### config.mk
export PLATFORM = sky130hd
export DESIGN_NAME = axis2wb
export DESIGN_NICKNAME = d
export VERILOG_FILES = /design/src/rtl/base_pkg.sv /design/src/rtl/axis2wb_fifo.sv /design/src/rtl/axis2wb.sv
export SDC_FILE = /design/constraint.sdc
export NUM_CORES = 1
export LEC_CHECK = 0
export ABC_AREA = 1
export ABC_CLOCK_PERIOD_IN_PS = 3100
export BUFFER_PORTS_ARGS = -buffer_cell sky130_fd_sc_hd__buf_2
export CORE_AREA = 2 2 110 123
export CTS_BUF_LIST = sky130_fd_sc_hd__clkbuf_8 sky130_fd_sc_hd__clkbuf_16
export DETAILED_ROUTE_END_ITERATION = 8
export DIE_AREA = 0 0 112 125
export PLACE_DENSITY = 0.87
export SLEW_MARGIN = 20
export SYNTH_ARGS = -nofsm -noshare
export SYNTH_HDL_FRONTEND = slang
export SYNTH_HIERARCHICAL = 1
export SYNTH_SLANG_ARGS = --single-unit
### constraint.sdc
create_clock -name i_clk -period 3.1 [get_ports i_clk]
set_input_delay 0.775 -clock i_clk [delete_from_list [all_inputs] [get_ports i_clk]]
set_output_delay 0.775 -clock i_clk [all_outputs]
set_load 0.05 [all_outputs]
### src/rtl/base_pkg.sv
// Shared register map and field positions for the stream/Wishbone bridge blocks.
package base_pkg;

  localparam logic AXIS2WB_REG_DATA   = 1'b0;
  localparam logic AXIS2WB_REG_STATUS = 1'b1;

  localparam int AXIS2WB_VALID_BIT = 9;
  localparam int AXIS2WB_LAST_BIT  = 8;
  localparam int AXIS2WB_FULL_BIT  = 16;

  typedef struct packed {
    logic       last;
    logic [7:0] data;
  } axis2wb_beat_t;

endpackage

### src/rtl/axis2wb_fifo.sv
// Single-clock FIFO of {tlast,tdata} beats; combinational head read, push/pop in the same cycle.
// Only the pointers are reset so the storage array can map onto LUTRAM/BRAM.
module axis2wb_fifo
  import base_pkg::*;
#(
  parameter int DEPTH = 16,
  parameter int AW    = $clog2(DEPTH)
) (
  input  logic          i_clk,
  input  logic          i_rst,
  input  logic          i_push,
  input  axis2wb_beat_t i_dat,
  input  logic          i_pop,
  output axis2wb_beat_t o_dat,
  output logic          o_full,
  output logic          o_empty,
  output logic [AW:0]   o_count
);

  axis2wb_beat_t r_mem [DEPTH];
  logic [AW:0]   r_wr;
  logic [AW:0]   r_rd;

  always_ff @(posedge i_clk or posedge i_rst) begin
    if (i_rst) begin
      r_wr <= '0;
      r_rd <= '0;
    end else begin
      if (i_push) r_wr <= r_wr + 1'b1;
      if (i_pop)  r_rd <= r_rd + 1'b1;
    end
  end

  always_ff @(posedge i_clk) begin
    if (i_push) r_mem[r_wr[AW-1:0]] <= i_dat;
  end

  // Extra pointer MSB distinguishes full from empty when the low bits match.
  assign o_empty = (r_wr == r_rd);
  assign o_full  = (r_wr[AW] != r_rd[AW]) && (r_wr[AW-1:0] == r_rd[AW-1:0]);
  assign o_count = r_wr - r_rd;
  assign o_dat   = r_mem[r_rd[AW-1:0]];

endmodule

### src/rtl/axis2wb.sv
// AXI-Stream byte sink drained by a two-register Wishbone slave (DATA pops, STATUS peeks).
// Every bus access acks one cycle after stb; o_tready drops only when the FIFO is full.
module axis2wb
  import base_pkg::*;
#(
  parameter int DEPTH = 16
) (
  input  logic        i_clk,
  input  logic        i_rst,
  input  logic [7:0]  i_tdata,
  input  logic        i_tlast,
  input  logic        i_tvalid,
  output logic        o_tready,
  input  logic        i_wb_adr,
  input  logic        i_wb_we,
  input  logic        i_wb_stb,
  output logic [31:0] o_wb_rdt,
  output logic        o_wb_ack
);

  localparam int AW = $clog2(DEPTH);

  logic          w_full;
  logic          w_empty;
  logic [AW:0]   w_count;
  logic [7:0]    w_count8;
  axis2wb_beat_t w_head;
  axis2wb_beat_t w_in;
  logic          w_push;
  logic          w_pop;
  logic          w_access;
  logic [31:0]   w_rdt_nxt;

  logic          r_ack;
  logic [31:0]   r_rdt;

  assign w_in.last = i_tlast;
  assign w_in.data = i_tdata;
  assign w_count8  = 8'(w_count);

  assign o_tready = !w_full && !i_rst;
  assign w_push   = i_tvalid && o_tready;
  assign w_access = i_wb_stb && !r_ack;
  assign w_pop    = w_access && !i_wb_we && (i_wb_adr == AXIS2WB_REG_DATA) && !w_empty;

  axis2wb_fifo #(
    .DEPTH (DEPTH)
  ) u_fifo (
    .i_clk   (i_clk),
    .i_rst   (i_rst),
    .i_push  (w_push),
    .i_dat   (w_in),
    .i_pop   (w_pop),
    .o_dat   (w_head),
    .o_full  (w_full),
    .o_empty (w_empty),
    .o_count (w_count)
  );

  always_comb begin
    w_rdt_nxt = '0;
    if (w_access && !i_wb_we) begin
      if (i_wb_adr == AXIS2WB_REG_STATUS) begin
        w_rdt_nxt[AXIS2WB_FULL_BIT] = w_full;
        w_rdt_nxt[7:0]              = w_count8;
      end else if (!w_empty) begin
        w_rdt_nxt[AXIS2WB_VALID_BIT] = 1'b1;
        w_rdt_nxt[AXIS2WB_LAST_BIT]  = w_head.last;
        w_rdt_nxt[7:0]               = w_head.data;
      end
    end
  end

  always_ff @(posedge i_clk or posedge i_rst) begin
    if (i_rst) begin
      r_ack <= 1'b0;
      r_rdt <= '0;
    end else begin
      r_ack <= w_access;
      r_rdt <= w_rdt_nxt;
    end
  end

  assign o_wb_ack = r_ack;
  assign o_wb_rdt = r_rdt;

endmodule

Word-level counts from Yosys, hierarchy flattened
Memories as Yosys holds them, arrays and structs flattened.
Index checks and enable logic that the tools add are counted.
Widths: inputs -> output; s select.
{"block": "totals", "reg_bits": 22, "ramBits": 144, "input_bits": 15, "out_inout_bits": 34, "word_cells": 32, "n_memories": 1}
{"block": "classes", "addsub": 3, "eq_ne": 3, "muxes": 8, "bitwise_logic": 1, "n_reduce_logical": 12}
{"memory": "u_fifo.r_mem", "depth": 16, "word_bits": 9, "read_ports": 1, "rd_ports_with_merged_regs": 0, "wr": 1, "line": "axis2wb_fifo.sv:20", "rtl": "axis2wb_beat_t r_mem [DEPTH];"}
{"op": "$mux 10", "count": 2}
{"op": "$add 5x1->5 const B", "count": 2}
{"op": "$mux 8", "count": 1}
{"op": "$logic_and 1x1->1", "count": 7}
{"op": "$eq 5x5->1", "count": 1}
{"op": "$logic_not 1->1", "count": 5}
{"op": "$sub 5x5->5", "count": 1}
{"op": "$eq 4x4->1", "count": 1}
{"op": "$mux 1", "count": 4}
{"op": "$mux 2", "count": 1}
{"op": "$ne 1x1->1", "count": 1}
{"op": "$not 1->1", "count": 1}

Logic depth before layout (Yosys ltp)
{"block": "logic_depth", "depth_word": 7, "mapped_depth": 12, "depth_no_buf": 10}

Modules after synthesis
The synthesis kept the hierarchy.
{"module": "axis2wb_fifo", "instances": 1, "cells_each": 701, "area_per_inst_um2": 6970.4, "seq_area_each_um2": 4574.4}
{"module": "axis2wb", "instances": 1, "cells_each": 74, "area_per_inst_um2": 685.7, "seq_area_each_um2": 300.3}

Worst setup path after synthesis
OpenSTA, ideal clock, no wires.
{"block": "synth_path", "kind": "register to register", "start": "register u_fifo.r_rd[1]", "end": "memory u_fifo/r_mem[7][0] (netlist name), enable pin", "arrival_ps": 2390, "setup_slack_ps": 323, "stages_incl_launch_ff": 11, "path_buffers": 3, "synth_period_minus_slack_ps": 2777, "cell_sequence": "dfrtp_1 > inv_1 > buf_2 > buf_2 > ha_1 > nand4_1 > nor2_1 > nor3b_1 > buf_2 > nand2_1 > nor3_1"}
{"block": "synth_via", "elab_chain_len": 7}
{"element": "start, declared", "line": "axis2wb_fifo.sv:22", "rtl": "logic [AW:0] r_rd;"}
{"element": "start signal, assigned", "line": "axis2wb_fifo.sv:30", "rtl": "if (i_pop) r_rd <= r_rd + 1'b1;"}
{"element": "$eq 4x4->1", "line": "axis2wb_fifo.sv:40", "rtl": "assign o_full = (r_wr[AW] != r_rd[AW]) && (r_wr[AW-1:0] == r_rd[AW-1:0]);"}
{"element": "$logic_and 1x1->1", "line": "axis2wb_fifo.sv:40"}
{"element": "named net w_full", "line": "axis2wb.sv:23", "rtl": "logic w_full;"}
{"element": "$logic_not 1->1", "line": "axis2wb.sv:41", "rtl": "assign o_tready = !w_full && !i_rst;"}
{"element": "$logic_and 1x1->1", "line": "axis2wb.sv:41"}
{"element": "$logic_and 1x1->1", "line": "axis2wb.sv:42", "rtl": "assign w_push = i_tvalid && o_tready;"}
{"element": "named net w_push", "line": "axis2wb.sv:29", "rtl": "logic w_push;"}
{"element": "$mux 1", "line": "axis2wb_fifo.sv:35", "rtl": "if (i_push) r_mem[r_wr[AW-1:0]] <= i_dat;"}
{"element": "$mux 1 (implied by the code)", "line": "axis2wb_fifo.sv:35"}
{"element": "end, declared", "line": "axis2wb_fifo.sv:20"}
The timed path passes the listed nets, and every way through them passes these cells.

Worst setup path in the final report
{"block": "layout_path", "start": "register u_fifo.r_wr[2]", "end": "memory u_fifo/r_mem[1][6] (netlist name), enable pin"}
{"block": "layout_via", "elab_chain_len": 7}
{"element": "start, declared", "line": "axis2wb_fifo.sv:21", "rtl": "logic [AW:0] r_wr;"}
{"element": "start signal, assigned", "line": "axis2wb_fifo.sv:29", "rtl": "if (i_push) r_wr <= r_wr + 1'b1;"}
{"element": "$eq 4x4->1", "line": "axis2wb_fifo.sv:40"}
{"element": "$logic_and 1x1->1", "line": "axis2wb_fifo.sv:40"}
{"element": "named net w_full", "line": "axis2wb.sv:23"}
{"element": "$logic_not 1->1", "line": "axis2wb.sv:41"}
{"element": "$logic_and 1x1->1", "line": "axis2wb.sv:41"}
{"element": "$logic_and 1x1->1", "line": "axis2wb.sv:42"}
{"element": "named net w_push", "line": "axis2wb.sv:29"}
{"element": "$mux 1", "line": "axis2wb_fifo.sv:35"}
{"element": "$mux 1 (implied by the code)", "line": "axis2wb_fifo.sv:35"}
The timed path passes the listed nets, and every way through them passes these cells.

==> out/qor.tcl <==
set qor(synth-warning-count) 6
set qor(critPathMostFrequentCell) {sky130_fd_sc_hd__nor2_1}
set qor(wire_length_of_the_first_global_routing_pass_mm) 25.8
set qor(cpPeakStageDelay_ns) 0.61
set qor(cts_tree) {built}
set qor(netlist_top_cells_area) {sky130_fd_sc_hd__edfxtp_1 (56%), sky130_fd_sc_hd__nand2_1 (12%), sky130_fd_sc_hd__inv_1 (7.5%)}
set qor(ir_drop_mv) 0.733
set qor(netlist_instances) 775
set qor(non_filler_instances) 986
set qor(drt.antenna.violating_nets) 0
set qor(clock_tree.htree_level_count) 4
set qor(cp_max_fo) 9
set qor(via_count_of_the_first_global_routing_pass) 5058
set qor(placed_cells) 954
set qor(drt-initial-drc-count) 750
set qor(synth_adder_area_share_pct) 1.73
set qor(worst_r2r_start) {u_fifo/r_wr[2]}
set qor(min_clock_period_post_route_ns) 2.92
set qor(wl_mm) 16.3
set qor(maximum_number_of_pins_on_one_net_before_global_route_repair) 76
set qor(required_worst_endpoint_ns) 3.15
set qor(insertion_delay_ns) 0.42
set qor(synth_compound_gate_area_share_pct) 0.735
set qor(cp_top_family) {simple AND/OR/NAND/NOR gates}
set qor(viasPerCell) 5.34
set qor(clock-sinks) 166
set qor(via_count) 5266
set qor(timing.reg2reg.worst_path_depth) 6
set qor(mapped_area_sq_mm) 0.00766
set qor(post-route-drc-count) 0
set qor(cts.reportedPaths.clkPinSlew_ns) 0.07
set qor(tightestPinTransition_ns) 0.796
set qor(cp_slowest_cell) {sky130_fd_sc_hd__nor2_1}
set qor(crit_path_cell_trace) {ha_1, nand4_1, nor2_1, nor3b_1, nand2_1, nor2_1}
set qor(endpoint_kind) {flip-flop}
set qor(rsz_0062_raised_after_global_routing) {false}
set qor(initial_core_util_pct) 59.4
set qor(ctsHoldBuffers) 0
set qor(report.final.slew_viol_count) 0
set qor(fp-row-count) 44
set qor(post_synth_xor_area_fraction_pct) 1.37
set qor(drive_gt1_share_pct) 10.5
set qor(numCtsBuffers) 17
set qor(antenna_found_initial) 0
set qor(coreArea_sq_mm) 0.0129
set qor(drt-wirelength-per-cell_um) 16.5
set qor(final_min_period_over_clock_period_pct) 94.2
set qor(relative_max_transition_margin_pct) 46.9
set qor(final.setup_skew_ns) 0.00947
set qor(antenna_cells_inserted) 0
set qor(die_height_um) 125
set qor(synth_top_cell_by_area) {sky130_fd_sc_hd__edfxtp_1}
set qor(fp.dieArea_sq_mm) 0.0140
set qor(grt_overflow_total) 0
set qor(cp-start-kind) {flip-flop}
set qor(numPortBuffers) 27
set qor(final-setup-viol-count) 0
set qor(tns_ns) 0
set qor(cp.buffers_inverters) 0
set qor(die_w_um) 112
set qor(grt_use_total_pct) 24.4
set qor(cts_buffer_depth) 2
set qor(cap_violations) 0
set qor(synth.distinct_cells) 26
set qor(reg2reg_setup_slack_ns) 0.18
set qor(drt-pass1-iter-count) 5
set qor(ios) 49
set qor(share_of_synthesized_area_occupied_by_flip_flops_and_latches_pct) 63.7
set qor(place_hpwl_mm) 10.4
set qor(finalWeightedCongestion) 0.927
set qor(hold_class) {in -> async}
set qor(layout-area-overhead-vs-synth_pct) 11.2
set qor(timing_worst_setup_path_type) {reg -> reg}
set qor(final.fill_count) 876
set qor(static-leakage-power_nw) 3.99
set qor(ff_to_ff_end) {u_fifo/r_mem[1][6]}
set qor(yosys_register_bits) 166
set qor(run_status) {completed}
set qor(synth_simple_gate_area_share_pct) 20.4
set qor(cell_pwr_density_mw_per_mm2) 884
set qor(timing.critical_path.arrival_ns) 2.98
set qor(design.final.nets) 837
set qor(post_cts_buffers) 0
set qor(cts.root.buffer_cell) {sky130_fd_sc_hd__clkbuf_16}
set qor(synth_top_area_share_pct) 56.5
set qor(top_achievable_clock_speed_ghz) 0.342
set qor(hold_viol_final) 0
set qor(synth_top_family_by_area) {simple AND/OR/NAND/NOR gates}
set qor(synthMuxAreaShare_pct) 0
set qor(syn_area_per_cell_sq_um) 9.88
-- cells in the mapped netlist (all sizes together) --
master	count
nand2	241
inv	154
edfxtp	144
nand3	96
buf	48
nor2	29
dfrtp	22
xor2	11
ha	9
a21oi	7
nand4	3
clkbuf	2
o21ai	2
clkinv	1
conb	1
fa	1
nand3b	1
nor3	1
nor3b	1
xnor2	1
-- cell families after synthesis --
kind of cell / after synthesis
xor+xnor: 12
fa+ha+maj: 10
compound gates: 9
buf+inv: 205
flops: 166
other cells: 1
simple gates: 372
-- placed cells by master, fill, tap and decap left out, types with 2 or more instances in the layout --
cell,n
sky130_fd_sc_hd__clkinv_1,2
sky130_fd_sc_hd__clkinv_4,3
sky130_fd_sc_hd__inv_2,2
sky130_fd_sc_hd__clkinv_2,4
sky130_fd_sc_hd__nor2_1,26
sky130_fd_sc_hd__dfrtp_1,21
sky130_fd_sc_hd__conb_1,21
sky130_fd_sc_hd__bufinv_16,4
sky130_fd_sc_hd__nand4_1,3
sky130_fd_sc_hd__a21oi_2,3
sky130_fd_sc_hd__buf_4,20
sky130_fd_sc_hd__a21oi_1,4
sky130_fd_sc_hd__buf_2,27
sky130_fd_sc_hd__nand2_1,241
sky130_fd_sc_hd__ha_1,9
sky130_fd_sc_hd__xor2_1,11
sky130_fd_sc_hd__inv_1,154
sky130_fd_sc_hd__nand3_1,96
sky130_fd_sc_hd__o21ai_0,2
sky130_fd_sc_hd__clkbuf_16,17
sky130_fd_sc_hd__nor2_2,2
sky130_fd_sc_hd__edfxtp_1,144
-- layer usage --
layer  part of all wire [%]  vias up  global-route usage, %
li1                       -     2455                      -
met1                     39     2472                   31.7
met2                     48      286                   38.7
met3                    8.2       53                   4.75
met4                    4.3        0                   13.9
met5                      0        -                      0
-- state kept, by name (all words and copies together) (netlist names) --
signal and flops:
o_wb_rdt 11, u_fifo/r_rd 5, u_fifo/r_wr 5, u_fifo/r_mem 144, o_wb_ack 1
-- worst max-delay path by stage --
stage                         from                  to  slack, ns  cells after the start
finish              u_fifo/r_wr[2]  u_fifo/r_mem[1][6]       0.18                      6
global route        u_fifo/r_wr[0]  u_fifo/r_mem[1][0]      0.003                      7
CTS                 u_fifo/r_wr[2]  u_fifo/r_mem[0][6]       0.20                      6
detailed placement  u_fifo/r_wr[2]  u_fifo/r_mem[0][7]       0.23                      6
global placement    u_fifo/r_wr[2]  u_fifo/r_mem[0][2]       0.31                      6
floorplan           u_fifo/r_rd[1]  u_fifo/r_mem[7][0]       0.32                     10
-- per-stage QoR --
step	cell area (sq um)	util (%)	worst slack (ns)	hold slack, ns	power, mW
2_1_floorplan	7730	-	0.323	0.462	4.70
3_3_place_gp	7900	61.3	0.305	0.433	5.26
3_5_place_dp	7900	61.3	0.231	0.471	5.31
4_1_cts	8510	66.1	0.204	0.368	7.49
5_1_grt	8520	66.1	0.00287	0.408	7.92
6_report	8520	66.1	0.179	0.365	7.53
-- timing repair --
item                                   4_1_cts  5_1_grt
endpoints found under the hold margin        0        0
resized for setup                            0        2
setup endpoints to repair                    0       18
-- power breakdown --
group | switching [mW] | leakage, nW | internal [mW]
clock network | 0.813 | 0.311 | 1.34
logic | 1.89 | 2.11 | 0.775
registers | 0.0964 | 1.58 | 2.61
total | 2.80 | 3.99 | 4.73
-- cell type report --
cell class	instances	area, sq um	share of cell area (%)
repair buffers	48	305	3.59
well taps	161	201	2.37
flip-flops and latches	166	4880	57.3
clock inverters	15	186	2.19
inverters	155	582	6.83
multi-input cells	424	1940	22.8
clock buffers	17	425	5.00
No activity file was read; power rests on OpenSTA's default activity.
